--- config.mk ---
export PLATFORM = sky130hd
export DESIGN_NAME = rssi_meas_ctrl_flat
export DESIGN_NICKNAME = d
export VERILOG_FILES = /design/src/rtl/rssi_ctrl_pkg.sv /design/src/rtl/rssi_apb_if.sv /design/src/rtl/rssi_ctrl_regs.sv /design/src/rtl/rssi_meas_ctrl.sv /design/src/flat_wrapper.sv
export SDC_FILE = /design/constraint.sdc
export NUM_CORES = 1
export LEC_CHECK = 0
export BUFFER_PORTS_ARGS = -buffer_cell sky130_fd_sc_hd__buf_4
export CAP_MARGIN = 5
export CORE_AREA = 2 2 147 149
export CTS_BUF_LIST = sky130_fd_sc_hd__clkbuf_4 sky130_fd_sc_hd__clkbuf_8
export DETAILED_ROUTE_END_ITERATION = 6
export DIE_AREA = 0 0 149 151
export PLACE_DENSITY = 0.43
export SLEW_MARGIN = 20
export SYNTH_ARGS = -nofsm -noshare
export SYNTH_HDL_FRONTEND = slang
export SYNTH_SLANG_ARGS = --single-unit
--- constraint.sdc ---
create_clock -name PCLK -period 2.23 [get_ports PCLK]
set_input_delay 0.223 -clock PCLK [delete_from_list [all_inputs] [get_ports PCLK]]
set_output_delay 0.223 -clock PCLK [all_outputs]
set_load 0.01 [all_outputs]
--- src/rtl/rssi_ctrl_pkg.sv ---
// Shared constants and types for the RSSI measurement sequencer.
// Build option: RSSI_THRESH_IRQ_EN enables THRESH/IRQ_EN/THR/irq.
package rssi_ctrl_pkg;

    localparam int DEF_CNT_W = 16;
    localparam int DEF_SUM_W = 27;

    localparam logic [11:0] OFF_CTRL   = 12'h000;
    localparam logic [11:0] OFF_WINLEN = 12'h004;
    localparam logic [11:0] OFF_STATUS = 12'h008;
    localparam logic [11:0] OFF_RESULT = 12'h00C;
    localparam logic [11:0] OFF_THRESH = 12'h010;
    localparam logic [11:0] OFF_IRQ_EN = 12'h014;

    localparam int CTRL_EN    = 0;
    localparam int CTRL_CONT  = 1;
    localparam int CTRL_START = 2;

    localparam int ST_DONE = 0;
    localparam int ST_BUSY = 1;
    localparam int ST_OVR  = 2;
    localparam int ST_THR  = 3;

    typedef logic [2:0] state_t;

    localparam state_t S_IDLE    = 3'd0;
    localparam state_t S_CLEAR   = 3'd1;
    localparam state_t S_ACCUM   = 3'd2;
    localparam state_t S_SETTLE  = 3'd3;
    localparam state_t S_CAPTURE = 3'd4;

endpackage

--- src/rtl/rssi_apb_if.sv ---
// APB slave bundle for the RSSI measurement sequencer.
// Word-addressed (PADDR[11:2]), zero wait state.
interface rssi_apb_if;

    logic        PSEL;
    logic [11:2] PADDR;
    logic        PENABLE;
    logic        PWRITE;
    logic [31:0] PWDATA;
    logic [31:0] PRDATA;
    logic        PREADY;
    logic        PSLVERR;

    modport master (
        output PSEL, PADDR, PENABLE, PWRITE, PWDATA,
        input  PRDATA, PREADY, PSLVERR
    );

    modport slave (
        input  PSEL, PADDR, PENABLE, PWRITE, PWDATA,
        output PRDATA, PREADY, PSLVERR
    );

endinterface

--- src/rtl/rssi_ctrl_regs.sv ---
// APB decode, register file and sticky status flags.
// Build option: RSSI_THRESH_IRQ_EN adds THRESH, IRQ_EN and irq.
module rssi_ctrl_regs
    import rssi_ctrl_pkg::*;
#(
    parameter int CNT_W = DEF_CNT_W,
    parameter int SUM_W = DEF_SUM_W
) (
    input  logic             PCLK,
    input  logic             PRESETn,
    rssi_apb_if.slave        apb,
    input  logic             busy,
    input  logic             cap,
    input  logic             thr_hit,
    input  logic [SUM_W-1:0] result,
    output logic             start,
    output logic             en,
    output logic             cont,
    output logic [CNT_W-1:0] winlen,
    output logic [SUM_W-1:0] thresh,
    output logic             irq
);

    logic        wr;
    logic        setup_rd;
    logic [31:0] wdata;
    logic        sel_ctrl, sel_win, sel_stat;
    logic        sel_res, sel_thr, sel_ien;
    logic        mapped;
    logic        w1c;

    logic             en_q, cont_q;
    logic [CNT_W-1:0] winlen_q;
    logic             done_q, ovr_q, thr_q, irq_q;
    logic             done_n, ovr_n, thr_n, irq_n;
    logic [31:0]      rdata, prdata_q;
    logic             unused_bits;

    assign wr       = apb.PSEL & apb.PENABLE & apb.PWRITE;
    assign setup_rd = apb.PSEL & ~apb.PENABLE & ~apb.PWRITE;
    assign wdata    = apb.PWDATA;

    assign sel_ctrl = apb.PADDR == OFF_CTRL[11:2];
    assign sel_win  = apb.PADDR == OFF_WINLEN[11:2];
    assign sel_stat = apb.PADDR == OFF_STATUS[11:2];
    assign sel_res  = apb.PADDR == OFF_RESULT[11:2];
    assign sel_thr  = apb.PADDR == OFF_THRESH[11:2];
    assign sel_ien  = apb.PADDR == OFF_IRQ_EN[11:2];
    assign mapped   = sel_ctrl | sel_win | sel_stat
                    | sel_res | sel_thr | sel_ien;

    assign unused_bits = ^wdata;

    // Control and start are seen by the FSM in the write cycle itself
    assign en    = (wr & sel_ctrl) ? wdata[CTRL_EN] : en_q;
    assign cont  = (wr & sel_ctrl) ? wdata[CTRL_CONT] : cont_q;
    assign start = wr & sel_ctrl
                 & wdata[CTRL_START] & wdata[CTRL_EN];

    assign winlen = winlen_q;

    // Capture-side set wins over a same-cycle software clear
    assign w1c    = wr & sel_stat;
    assign done_n = cap
                  | (done_q & ~(w1c & wdata[ST_DONE]));
    assign ovr_n  = (cap & done_q)
                  | (ovr_q & ~(w1c & wdata[ST_OVR]));
    assign thr_n  = thr_hit
                  | (thr_q & ~(w1c & wdata[ST_THR]));

`ifdef RSSI_THRESH_IRQ_EN
    logic [SUM_W-1:0] thresh_q;
    logic             ien_q;
    logic             ien_n;

    assign ien_n  = (wr & sel_ien) ? wdata[0] : ien_q;
    assign irq_n  = ien_n & (done_n | thr_n);
    assign thresh = thresh_q;

    always_ff @(posedge PCLK or negedge PRESETn) begin
        if (!PRESETn) begin
            thresh_q <= '0;
            ien_q    <= 1'b0;
        end else begin
            if (wr & sel_thr) thresh_q <= wdata[SUM_W-1:0];
            ien_q <= ien_n;
        end
    end
`else
    assign irq_n  = 1'b0;
    assign thresh = '0;
`endif

    always_ff @(posedge PCLK or negedge PRESETn) begin
        if (!PRESETn) begin
            en_q     <= 1'b0;
            cont_q   <= 1'b0;
            winlen_q <= '0;
            done_q   <= 1'b0;
            ovr_q    <= 1'b0;
            thr_q    <= 1'b0;
            irq_q    <= 1'b0;
        end else begin
            en_q   <= en;
            cont_q <= cont;
            if (wr & sel_win) winlen_q <= wdata[CNT_W-1:0];
            done_q <= done_n;
            ovr_q  <= ovr_n;
            thr_q  <= thr_n;
            irq_q  <= irq_n;
        end
    end

    always_comb begin
        rdata = '0;
        unique case (1'b1)
            sel_ctrl: rdata[1:0] = {cont_q, en_q};
            sel_win:  rdata[CNT_W-1:0] = winlen_q;
            sel_stat: rdata[3:0] = {thr_q, ovr_q, busy, done_q};
            sel_res:  rdata[SUM_W-1:0] = result;
            sel_thr:  rdata[SUM_W-1:0] = thresh;
`ifdef RSSI_THRESH_IRQ_EN
            sel_ien:  rdata[0] = ien_q;
`endif
            default:  rdata = '0;
        endcase
    end

    always_ff @(posedge PCLK or negedge PRESETn) begin
        if (!PRESETn) prdata_q <= '0;
        else if (setup_rd) prdata_q <= rdata;
    end

    assign apb.PRDATA  = prdata_q;
    assign apb.PREADY  = 1'b1;
    assign apb.PSLVERR = apb.PSEL & apb.PENABLE & ~mapped;
    assign irq         = irq_q;

endmodule

--- src/rtl/rssi_meas_ctrl.sv ---
// RSSI measurement sequencer: window FSM, sample counter, capture.
// Build option: RSSI_THRESH_IRQ_EN enables the threshold flag and irq.
module rssi_meas_ctrl
    import rssi_ctrl_pkg::*;
#(
    parameter int CNT_W = DEF_CNT_W,
    parameter int SUM_W = DEF_SUM_W
) (
    input  logic             PCLK,
    input  logic             PRESETn,
    rssi_apb_if.slave        apb,
    input  logic             sample_valid,
    input  logic [SUM_W-1:0] rssi_sum,
    output logic             acc_clr,
    output logic             acc_en,
    output logic             irq
);

    state_t           state, state_n;
    logic [CNT_W-1:0] cnt_q, win_q, cnt_inc, winlen;
    logic [SUM_W-1:0] result_q, thresh;
    logic             start, en, cont;
    logic             cap, thr_hit, busy, last;

    rssi_ctrl_regs #(
        .CNT_W (CNT_W),
        .SUM_W (SUM_W)
    ) u_regs (
        .PCLK    (PCLK),
        .PRESETn (PRESETn),
        .apb     (apb),
        .busy    (busy),
        .cap     (cap),
        .thr_hit (thr_hit),
        .result  (result_q),
        .start   (start),
        .en      (en),
        .cont    (cont),
        .winlen  (winlen),
        .thresh  (thresh),
        .irq     (irq)
    );

    assign busy    = state != S_IDLE;
    assign acc_clr = state == S_CLEAR;
    assign acc_en  = state == S_ACCUM;
    assign cap     = (state == S_CAPTURE) & en;
    assign cnt_inc = cnt_q + 1'b1;
    assign last    = sample_valid & (cnt_inc == win_q);

`ifdef RSSI_THRESH_IRQ_EN
    logic [SUM_W-1:0] thr_lat;

    assign thr_hit = cap & (rssi_sum >= thr_lat);

    always_ff @(posedge PCLK or negedge PRESETn) begin
        if (!PRESETn) thr_lat <= '0;
        else if (state == S_CLEAR) thr_lat <= thresh;
    end
`else
    logic unused_thresh;

    assign thr_hit       = 1'b0;
    assign unused_thresh = ^thresh;
`endif

    // Clearing EN aborts from any state, without capturing
    always_comb begin
        state_n = state;
        if (!en) begin
            state_n = S_IDLE;
        end else begin
            case (state)
                S_IDLE:    if (start) state_n = S_CLEAR;
                S_CLEAR:   state_n = S_ACCUM;
                S_ACCUM:   if (last) state_n = S_SETTLE;
                S_SETTLE:  state_n = S_CAPTURE;
                S_CAPTURE: state_n = cont ? S_CLEAR : S_IDLE;
                default:   state_n = S_IDLE;
            endcase
        end
    end

    always_ff @(posedge PCLK or negedge PRESETn) begin
        if (!PRESETn) begin
            state    <= S_IDLE;
            cnt_q    <= '0;
            win_q    <= '0;
            result_q <= '0;
        end else begin
            state <= state_n;
            if (state == S_CLEAR) begin
                cnt_q <= '0;
                win_q <= (winlen == '0) ? CNT_W'(1) : winlen;
            end else if (acc_en & sample_valid) begin
                cnt_q <= cnt_inc;
            end
            if (cap) result_q <= rssi_sum;
        end
    end

endmodule

--- src/flat_wrapper.sv ---
// flat-port wrapper written by rule: the top's interface ports become plain ports
module rssi_meas_ctrl_flat import rssi_ctrl_pkg::*;
#(
    parameter int CNT_W = DEF_CNT_W,
    parameter int SUM_W = DEF_SUM_W
)
  (PCLK, PRESETn, sample_valid, rssi_sum, acc_clr, acc_en, irq, apb_PSEL, apb_PADDR, apb_PENABLE, apb_PWRITE, apb_PWDATA, apb_PRDATA, apb_PREADY, apb_PSLVERR);
  rssi_apb_if apb_i ();
  input  logic PCLK;
  input  logic PRESETn;
  input  logic sample_valid;
  input  logic [SUM_W-1:0] rssi_sum;
  output logic acc_clr;
  output logic acc_en;
  output logic irq;
  input wire logic [$bits(apb_i.PSEL)-1:0] apb_PSEL;
  input wire logic [$bits(apb_i.PADDR)-1:0] apb_PADDR;
  input wire logic [$bits(apb_i.PENABLE)-1:0] apb_PENABLE;
  input wire logic [$bits(apb_i.PWRITE)-1:0] apb_PWRITE;
  input wire logic [$bits(apb_i.PWDATA)-1:0] apb_PWDATA;
  output wire logic [$bits(apb_i.PRDATA)-1:0] apb_PRDATA;
  output wire logic [$bits(apb_i.PREADY)-1:0] apb_PREADY;
  output wire logic [$bits(apb_i.PSLVERR)-1:0] apb_PSLVERR;
  assign apb_i.PSEL = apb_PSEL;
  assign apb_i.PADDR = apb_PADDR;
  assign apb_i.PENABLE = apb_PENABLE;
  assign apb_i.PWRITE = apb_PWRITE;
  assign apb_i.PWDATA = apb_PWDATA;
  assign apb_PRDATA = apb_i.PRDATA;
  assign apb_PREADY = apb_i.PREADY;
  assign apb_PSLVERR = apb_i.PSLVERR;
  rssi_meas_ctrl #(.CNT_W(CNT_W), .SUM_W(SUM_W)) u_core (.PCLK(PCLK), .PRESETn(PRESETn), .apb(apb_i), .sample_valid(sample_valid), .rssi_sum(rssi_sum), .acc_clr(acc_clr), .acc_en(acc_en), .irq(irq));
endmodule
==> results of run 1 <==
-- kinds of logic (layout without fill, tap and decap cells) --
group	Yosys count	in the layout	synth area share, %
adder cells (fa/ha/maj)	1	1	0.243
other	2	7	0.146
AO/OA/AOI/OAI	71	71	9.06
XOR/XNOR	20	20	3.40
buffers and inverters	37	136	3.45
flip-flops	110	110	53.4
AND/OR/NAND/NOR	159	159	15.5
multiplexers	66	66	14.8
-- where the power goes --
group	leakage (nW)	internal (mW)	switching [mW]	total [mW]
combinational	1.54	0.123	0.129	0.252
sequential	1.52	2.02	0.0177	2.03
clock	0.0838	0.463	0.666	1.13
-- registers in the layout, summed over array words and instances (netlist names) --
name / count
u_core.result_q: 27
u_core.u_regs.done_q: 1
u_core.u_regs.cont_q: 1
u_core.win_q: 16
u_core.state: 3
u_core.u_regs.apb.PRDATA: 27
u_core.u_regs.en_q: 1
u_core.u_regs.winlen: 16
u_core.u_regs.ovr_q: 1
u_core.cnt_q: 16
u_core.u_regs.thr_q: 1
-- cell usage in the layout, fill, tap and decap left out, drive strengths merged, types with 6 or more instances in the layout --
master,n
nand2,50
dfrtp,110
a21oi,6
a22oi,6
nand3,20
nor4,11
nor2,37
a221oi,8
nor3,7
xor2,6
o21ai,27
mux2,61
buf,119
conb,7
o31ai,10
clkbuf,12
xnor2,14
-- worst paths after layout --
path / startpoint / endpoint / slack [ns] / cells past startpoint
worst min register to register: u_core.u_regs.apb.PRDATA[20] / u_core.u_regs.apb.PRDATA[20] / 0.47 / 2
max in group asynchronous: PRESETn / u_core.u_regs.apb.PRDATA[19] / 1.09 / 3
worst max register to register: u_core.cnt_q[1] / u_core.state[0] / 0.21 / 7
min in group asynchronous: PRESETn / u_core.cnt_q[11] / 0.38 / 2
worst max-delay path: u_core.cnt_q[1] / u_core.state[0] / 0.21 / 7
worst min-delay path: rssi_sum[22] / u_core.result_q[22] / 0.05 / 2
-- stage by stage --
stage               std cells  area (µm²)  hold slack [ns]
global route              845        6500           0.0266
floorplan                 471        5170          -0.0726
finish                    845        6500           0.0452
CTS                       844        6460           0.0221
detailed placement        830        6290            0.266
global placement          830        6290            0.260
-- repair_timing --
item | CTS | global route
gates resized for setup | 0 | 8
hold buffers | 1 | 0
setup endpoints to repair | 0 | 5
setup buffers | 0 | 1
endpoints found under the hold margin | 42 | 0
-- final cells by class --
cell class / count / area (µm²) / share of cell area, %
Clock buffer: 12 / 159 / 2.44
Clock inverter: 1 / 7.51 / 0.115
Inverter: 3 / 11.3 / 0.173
Multi-Input combinational cell: 324 / 2280 / 35.1
Sequential cell: 110 / 2760 / 42.4
Tap cell: 275 / 344 / 5.29
Timing Repair Buffer: 120 / 941 / 14.5
-- worst max-delay path, stage by stage, from the launching register on --
cell and delay [ns]:
dfrtp_2 0.45, ha_4 0.18, and3_1 0.23, a31oi_1 0.20, o2111ai_1 0.19, nor4_1 0.30, o2111ai_1 0.22, a21oi_1 0.18
-- layer usage --
layer  part of all wire, %  global-route usage (%)  up-vias
met4                   1.2                    4.38        0
met2                    48                    20.7       93
met3                   3.9                    2.71       10
met5                     0                       0        -
li1                      -                       -     1859
met1                    47                    17.1     1964
==> reports/qor.txt, run 1 <==
run status: finished clean
count leader, synth: dfrtp_1
Root Buffer: clkbuf_8
maximum vdd drop: 0.226 mV
Worst Setup End Kind: flop
Vias/cell: 4.65
pin count of the biggest net entering global routing: 46
die area: 22500 µm²
final setup margin: 0.212 ns
wire length per cell: 16.5 µm
drt drc: 0
FP Rows: 53
Ys Warns: 0
Post-Synthesis Cells: 466
Final Hold Vio Count: 0
vias in the first global route: 3954
Antenna Nets Post-Route: 0
post-layout util: 31.2%
Post-synth EDFFs: 0
pwr dens: 526 nW/µm²
Core Box Area: 20800 µm²
Final Wtd Congestion: 0.826
Yosys cell types: 51
fmax: 496 MHz
leakage: 3.14 nW
clk buf depth: 2
final critical-path required period: 2.02 ns
syn avg cell area: 11.1 µm²
worst slack at placement: -0.180 ns
overall routing resource usage: 12.8%
Setup Skew: 0.0140 ns
Tightest Pin Transition: 0.646 ns
Layout fillers: 2191
relative slew slack: 56.8%
CTS Sinks: 110
Worst Path Max Fanout: 5
fin nets: 644
post-synthesis sequential area ratio: 53.4%
unrepaired setup endpoints after global routing: no
First-pass DRT Iterations: 4
CP arrival: 2.34 ns
Max Cap Viol: 0
Cell Area, Synth: 5150 µm²
routed wire length: 13900 µm
#FFs+latches synth: 110
CP startpoint kind: flop
final setup vio count: 0
IO Pins: 112
CTS Buf Count: 9
DP Wirelength: 10200 µm
Ant. Diodes: 0
layout cells sized above 1: 34.7%
Yosys top cell by area: dfrtp_1
top_reg_cell synth: dfrtp_1
die height: 151 µm
first-pass GRT wire length: 22000 µm
TNS Setup: 0 ns
initial antenna violation count: 0
Crit Path Class: flop to flop
H-tree depth: 3
HP Class: primary input to flop
area delta synth->final: 26.2%
CP required: 2.55 ns
ranking of synthesized cells by area: dfrtp_1, mux2_2, nand2_1
via count: 3926
gr ovfl total: 0
top cells by count, synth: dfrtp_1, mux2_2, nand2_1
share of synthesized flip-flops with an asynchronous set or reset: 100%
DRT iter0 DRCs: 244
period utilization: 90.5%
clk slew on worst S/H paths: 0.10 ns
CTS tree: done
top cell type's share of synthesized area: 53.4%
Pwr Total: 3.42 mW
max-slew violation count: 0
port bufs: 88
clock insertion delay at the later pin of the skew report: 0.38 ns
initial core utilization: 24.7%
Die Span X: 149 µm
Note: power is estimated with default switching activity, not from simulation.
==> run 2: changes to the inputs <==
--- a/config.mk
+++ b/config.mk
@@ -13,3 +13,3 @@
 export DIE_AREA = 0 0 149 151
-export PLACE_DENSITY = 0.43
+export PLACE_DENSITY = 0.45
 export SLEW_MARGIN = 20
==> constraint.sdc (replaced) <==
create_clock -name PCLK -period 1.7 [get_ports PCLK]
set_input_delay 0.17 -clock PCLK [delete_from_list [all_inputs] [get_ports PCLK]]
set_output_delay 0.17 -clock PCLK [all_outputs]
set_load 0.02 [all_outputs]
==> run 2 against run 1 <==
Maximum frequency up 7.2%. The flow now finishes with violations (setup timing). Utilization up 4.9 points. Critical endpoint unchanged. Non-clock buffer count increased by 69. Largest cell class unchanged. Clock-buffer cell count is 2 lower. Wire length is 6.0% higher. Highest routed layer unchanged. Worst hold slack worse by 0.021 ns.
==> reports/qor.txt, run 2 (synthesized netlist as in run 1, its figures left out) <==
CP arrival: 2.19 ns
Antenna Nets Post-Route: 0
worst slack at placement: -0.458 ns
Tightest Pin Transition: 0.522 ns
Worst path slowest cell: dfrtp_2
initial antenna violation count: 0
unrepaired setup endpoints after global routing: yes
slowest stage delay, CP: 0.45 ns
first-pass GRT wire length: 23400 µm
Worst Setup End Kind: flop
drt drc: 0
fin nets: 713
leakage: 3.58 nW
relative slew slack: 64.9%
commonest non-fill, non-tap cells in the layout: buf_4, dfrtp_1, nand2_1
final setup vio count: 27
run status: finished, violations left
Ant. Diodes: 0
Final Hold Vio Count: 0
Crit Path Class: flop to flop
First-pass DRT Iterations: 4
wire length per cell: 16.1 µm
die area: 22500 µm²
vias in the first global route: 4243
Core Box Area: 20800 µm²
leading cell type in the layout, fill and taps excluded: buf_4
clk slew on worst S/H paths: 0.10 ns
Max Cap Viol: 0
DP Wirelength: 10600 µm
initial core utilization: 24.7%
area delta synth->final: 45.9%
pwr dens: 650 nW/µm²
fmax: 531 MHz
most frequent CP cell: o2111ai_2
maximum vdd drop: 0.365 mV
pin count of the biggest net entering global routing: 32
via count: 4112
layout cells sized above 1: 42.0%
CP bufs+invs: 0
Worst Path Max Fanout: 4
overall routing resource usage: 13.5%
gr ovfl total: 0
Top delay family on crit path: simple AND/OR/NAND/NOR gates
CP startpoint kind: flop
IO Pins: 112
clk buf depth: 2
DRT iter0 DRCs: 229
Root Buffer: clkbuf_8
HP Class: primary input to flop
final setup margin: -0.182 ns
FP Rows: 53
CTS Sinks: 110
TNS Setup: -1.98 ns
Setup Skew: 0.0104 ns
max-slew violation count: 0
CP required: 2.01 ns
Final Wtd Congestion: 0.840
post-layout util: 36.1%
Vias/cell: 4.49
clock insertion delay at the later pin of the skew report: 0.38 ns
die height: 151 µm
port bufs: 88
failing checks: setup timing
CTS Buf Count: 9
H-tree depth: 3
period utilization: 111%
fin area: 7520 µm²
Die Span X: 149 µm
Pwr Total: 4.88 mW
CTS tree: done
placed inst area: 6690 µm²
final critical-path required period: 1.88 ns
CP Cell Sequence: ha_4, xnor2_1, and3_1, o2111ai_2, nor4_2, o2111ai_2, a21oi_2
routed wire length: 14700 µm
==> run 2: cell types whose count changed in the layout (fill, tap and decap cells not counted), sizes merged <==
cell / before / now
buf: 119 / 161
dlygate4sd3: 1 / 28
bufinv: 0 / 2
clkbuf: 12 / 10
clkinv: 0 / 1
clkinvlp: 1 / 2
==> run 2: path summary, 6_finish.rpt <==
check                           slack, ns  depth (start not counted)                            to                         start
worst max-delay path                -0.18                          7               u_core.state[0]               u_core.cnt_q[0]
worst min-delay path                 0.02                          2           u_core.result_q[16]                  rssi_sum[16]
worst max register to register      -0.18                          7               u_core.state[0]               u_core.cnt_q[0]
worst min register to register       0.48                          2  u_core.u_regs.apb.PRDATA[16]  u_core.u_regs.apb.PRDATA[16]
max in group asynchronous            0.85                          3               u_core.cnt_q[0]                       PRESETn
min in group asynchronous            0.28                          2           u_core.result_q[20]                       PRESETn
==> run 2: power breakdown <==
group / internal [mW] / switching, mW
registers: 2.65 / 0.0216
clock network: 0.865 / 0.909
logic: 0.224 / 0.219
==> run 2: timing repair <==
item                       in CTS  in global routing
pin swaps                       1                  8
gates resized for setup        26                 32
setup buffers                   7                  1
setup endpoints to repair      32                 45
hold buffers                   23                  5
gates cloned                    4                  0
hold endpoints to repair       50                  5
==> run 2: layer usage <==
layer | routed length [µm] | share of wire (%) | vias to the layer above | GRT usage [%]
met3 | 418 | 2.8 | 13 | 2.59
met1 | 7210 | 49 | 2035 | 18.6
li1 | - | - | 1992 | -
met4 | 154 | 1.0 | 0 | 3.71
met5 | 0 | 0 | - | 0
met2 | 6960 | 47 | 72 | 21.6
==> run 2: stage by stage <==
stage | hold slack [ns] | instances
5_1_grt | 0.00167 | 916
4_1_cts | 0.0000513 | 913
6_report | 0.0246 | 916
2_1_floorplan | -0.126 | 471
3_5_place_dp | 0.167 | 864
3_3_place_gp | 0.151 | 864
==> run 2: layout make-up <==
type                            count  area [µm²]
Clock buffer                       10         138
Clock inverter                      5        83.8
Fill cell                        2079       13300
Inverter                            3        11.3
Multi-Input combinational cell    324        2510
Sequential cell                   110        2760
Tap cell                          275         344
Timing Repair Buffer              189        1670
==> run 3: changes to the inputs <==
- ABC_AREA: not set -> 1
- CORE_AREA: 2 2 147 149 -> 2 2 152 154
- DIE_AREA: 0 0 149 151 -> 0 0 154 156
- PLACE_DENSITY: 0.45 -> 0.44
==> run 3 against run 2 <==
Sequential share of layout area increased by 0.55 points. Wire length up 7.4%. Critical path depth up 5. Largest power group unchanged. Largest cell class unchanged. Global-route usage rose by 0.28 points. Critical path type unchanged. Worst hold slack better by 0.0021 ns. Critical endpoint unchanged. Final cell count up 21%. Register-to-register slack improved by 0.06 ns. Synthesized area rose by 6.4%. The flow still finishes with violations (setup timing). Via count increased by 16%.
==> reports/qor.txt, run 3 <==
Global Route met2 Usage: 21.7%
Worst Reg-to-Reg Cells: 12
final setup margin: -0.125 ns
CTS tree: done
pin count of the biggest net entering global routing: 61
leading cell type in the layout, fill and taps excluded: nand2_1
gr busiest metal: met2
First-pass DRT Iterations: 4
CP arrival: 2.15 ns
DP Wirelength: 11700 µm
clk slew on worst S/H paths: 0.11 ns
Root Buffer: clkbuf_8
vias in the first global route: 4769
Inst Count DP: 1065
fin nets: 891
Post-Synth XOR/XNOR Area: 0.890%
fmax: 548 MHz
Worst Setup End Kind: flop
CP startpoint kind: flop
multiplexer share of the synthesized area: 2.46%
Setup Skew: 0.0162 ns
area delta synth->final: 34.7%
die area: 24000 µm²
Die Span X: 154 µm
run status: finished, violations left
CTS Sinks: 110
count leader, synth: nand2_1
maximum vdd drop: 0.372 mV
layout cells sized above 1: 30.1%
overall routing resource usage: 13.7%
first-pass GRT wire length: 25900 µm
commonest non-fill, non-tap cells in the layout: nand2_1, buf_4, dfrtp_1
clock insertion delay at the later pin of the skew report: 0.39 ns
die height: 156 µm
drt drc: 0
syn avg cell area: 8.42 µm²
Antenna Nets Post-Route: 0
via count: 4770
Ys Warns: 0
CP required: 2.02 ns
pwr dens: 922 nW/µm²
Hold Path Depth: 3
worst slack at placement: -0.158 ns
Vias/cell: 4.32
top cells by count, synth: nand2_1, dfrtp_1, inv_1
largest family of logic cells by synthesized area: simple AND/OR/NAND/NOR gates
top_reg_cell synth: dfrtp_1
CTS Buf Count: 9
H-tree depth: 3
Synth Area in Compound Gates: 12.7%
Max Cap Viol: 0
unrepaired setup endpoints after global routing: yes
Final Hold Vio Count: 0
FP Rows: 55
leakage: 3.67 nW
Final Wtd Congestion: 0.782
met3 usage: 2.67%
HP Class: primary input to flop
Worst Path Max Fanout: 3
routed wire length: 15800 µm
Yosys cell types: 42
final critical-path required period: 1.82 ns
Yosys top cell by area: dfrtp_1
Ant. Diodes: 0
IO Pins: 112
Sequential cell area: 2750 µm²
port bufs: 88
Simple-Gate Fraction of Synth Area: 24.2%
Layout fillers: 2360
adder and majority gate portion of the synthesized area: 0.228%
Crit Path Class: flop to flop
ranking of synthesized cells by area: dfrtp_1, nand2_1, inv_1
Core Box Area: 22400 µm²
DRT iter0 DRCs: 310
period utilization: 107%
top cell type's share of synthesized area: 50.2%
wire length per cell: 14.3 µm
failing checks: setup timing
share of synthesized flip-flops with an asynchronous set or reset: 100%
area of the multi-input gates: 2310 µm²
Post-synth EDFFs: 0
initial antenna violation count: 0
gr ovfl total: 0
met1 usage: 19.5%
final setup vio count: 1
Cell Area, Synth: 5480 µm²
post-synthesis sequential area ratio: 50.2%
clk buf depth: 2
Cell Count, Final, Fillers Out: 1105
Post-Synthesis Cells: 651
max-slew violation count: 0
initial core utilization: 24.5%
#FFs+latches synth: 110
## run 3: changes by cell type after synthesis, sizes merged, moves of 6 or more
cell    delta
o21ai     +53
nand2    +152
a221oi     -8
o22ai      +8
o31ai     -10
xnor2     -12
mux2      -49
clkbuf    -11
a32o       +9
inv       +81
a22oi      -6
nand3     +19
## run 3: critical path, stage by stage, from the launching register on
cell,delay (ns)
dfrtp_1,0.40
ha_2,0.20
buf_4,0.13
buf_4,0.12
xnor2_1,0.21
xnor2_1,0.09
nor2_1,0.12
nand3_1,0.09
nor2_1,0.10
nand3_1,0.10
nand2_1,0.07
nand2_1,0.04
nor2_1,0.08
## run 3: cell families after synthesis
| group | count (synthesis) |
|---|---|
| other | 2 |
| DFF | 110 |
| and+or+nand+nor | 300 |
| xor gates and xnor gates | 4 |
| adders and majority gates | 1 |
| buffers and inverters | 115 |
| AOI/OAI and AO/OA | 107 |
| muxes | 12 |
## run 3: metal layers
metal,share of wire (%),vias up
li1,-,2417
met1,50,2257
met2,46,86
met3,3.2,10
met4,0.69,0
met5,0,-
## run 3: final timing paths
kind                                         startpoint                           end  slack, ns
max reg2reg                             u_core.cnt_q[0]               u_core.state[0]      -0.12
max                                     u_core.cnt_q[0]               u_core.state[0]      -0.12
min                                        rssi_sum[17]           u_core.result_q[17]       0.03
min in group asynchronous                       PRESETn               u_core.cnt_q[7]       0.34
max in group asynchronous                       PRESETn           u_core.result_q[10]       1.07
min reg2reg                u_core.u_regs.apb.PRDATA[12]  u_core.u_regs.apb.PRDATA[12]       0.50
## run 3: per-stage QoR
| step | area, µm² | power [mW] | hold slack (ns) | util [%] | setup TNS [ns] |
|---|---|---|---|---|---|
| floorplan | 5510 | 4.38 | -0.126 | - | 0 |
| global placement | 6910 | 5.08 | 0.207 | 30.9 | -0.146 |
| detailed placement | 6910 | 5.10 | 0.202 | 30.9 | -0.159 |
| CTS | 7310 | 6.84 | 0.00190 | 32.7 | -0.0917 |
| global route | 7380 | 7.26 | 0.00328 | 33.0 | -0.310 |
| finish | 7380 | 6.81 | 0.0267 | 33.0 | -0.125 |
## run 3: power breakdown
group	switching, mW	internal [mW]	leakage [nW]
combinational	1.10	0.843	2.10
sequential	0.254	2.99	1.48
clock	1.05	0.571	0.0914
total	2.40	4.41	3.67
## run 3: what timing repair did
action	in CTS	in global routing
pin swaps	7	7
setup endpoints to repair	2	2
resized for setup	11	6
buffers inserted	1	4
cloned	1	0
hold buffers	16	2
endpoints found under the hold margin	125	2
## run 3: layout make-up
type,instances,area share [%]
Sequential cell,110,37.3
Multi-Input combinational cell,431,31.3
Timing Repair Buffer,175,19.4
Tap cell,285,4.83
Inverter,88,4.56
Clock buffer,9,1.68
Clock inverter,7,0.898
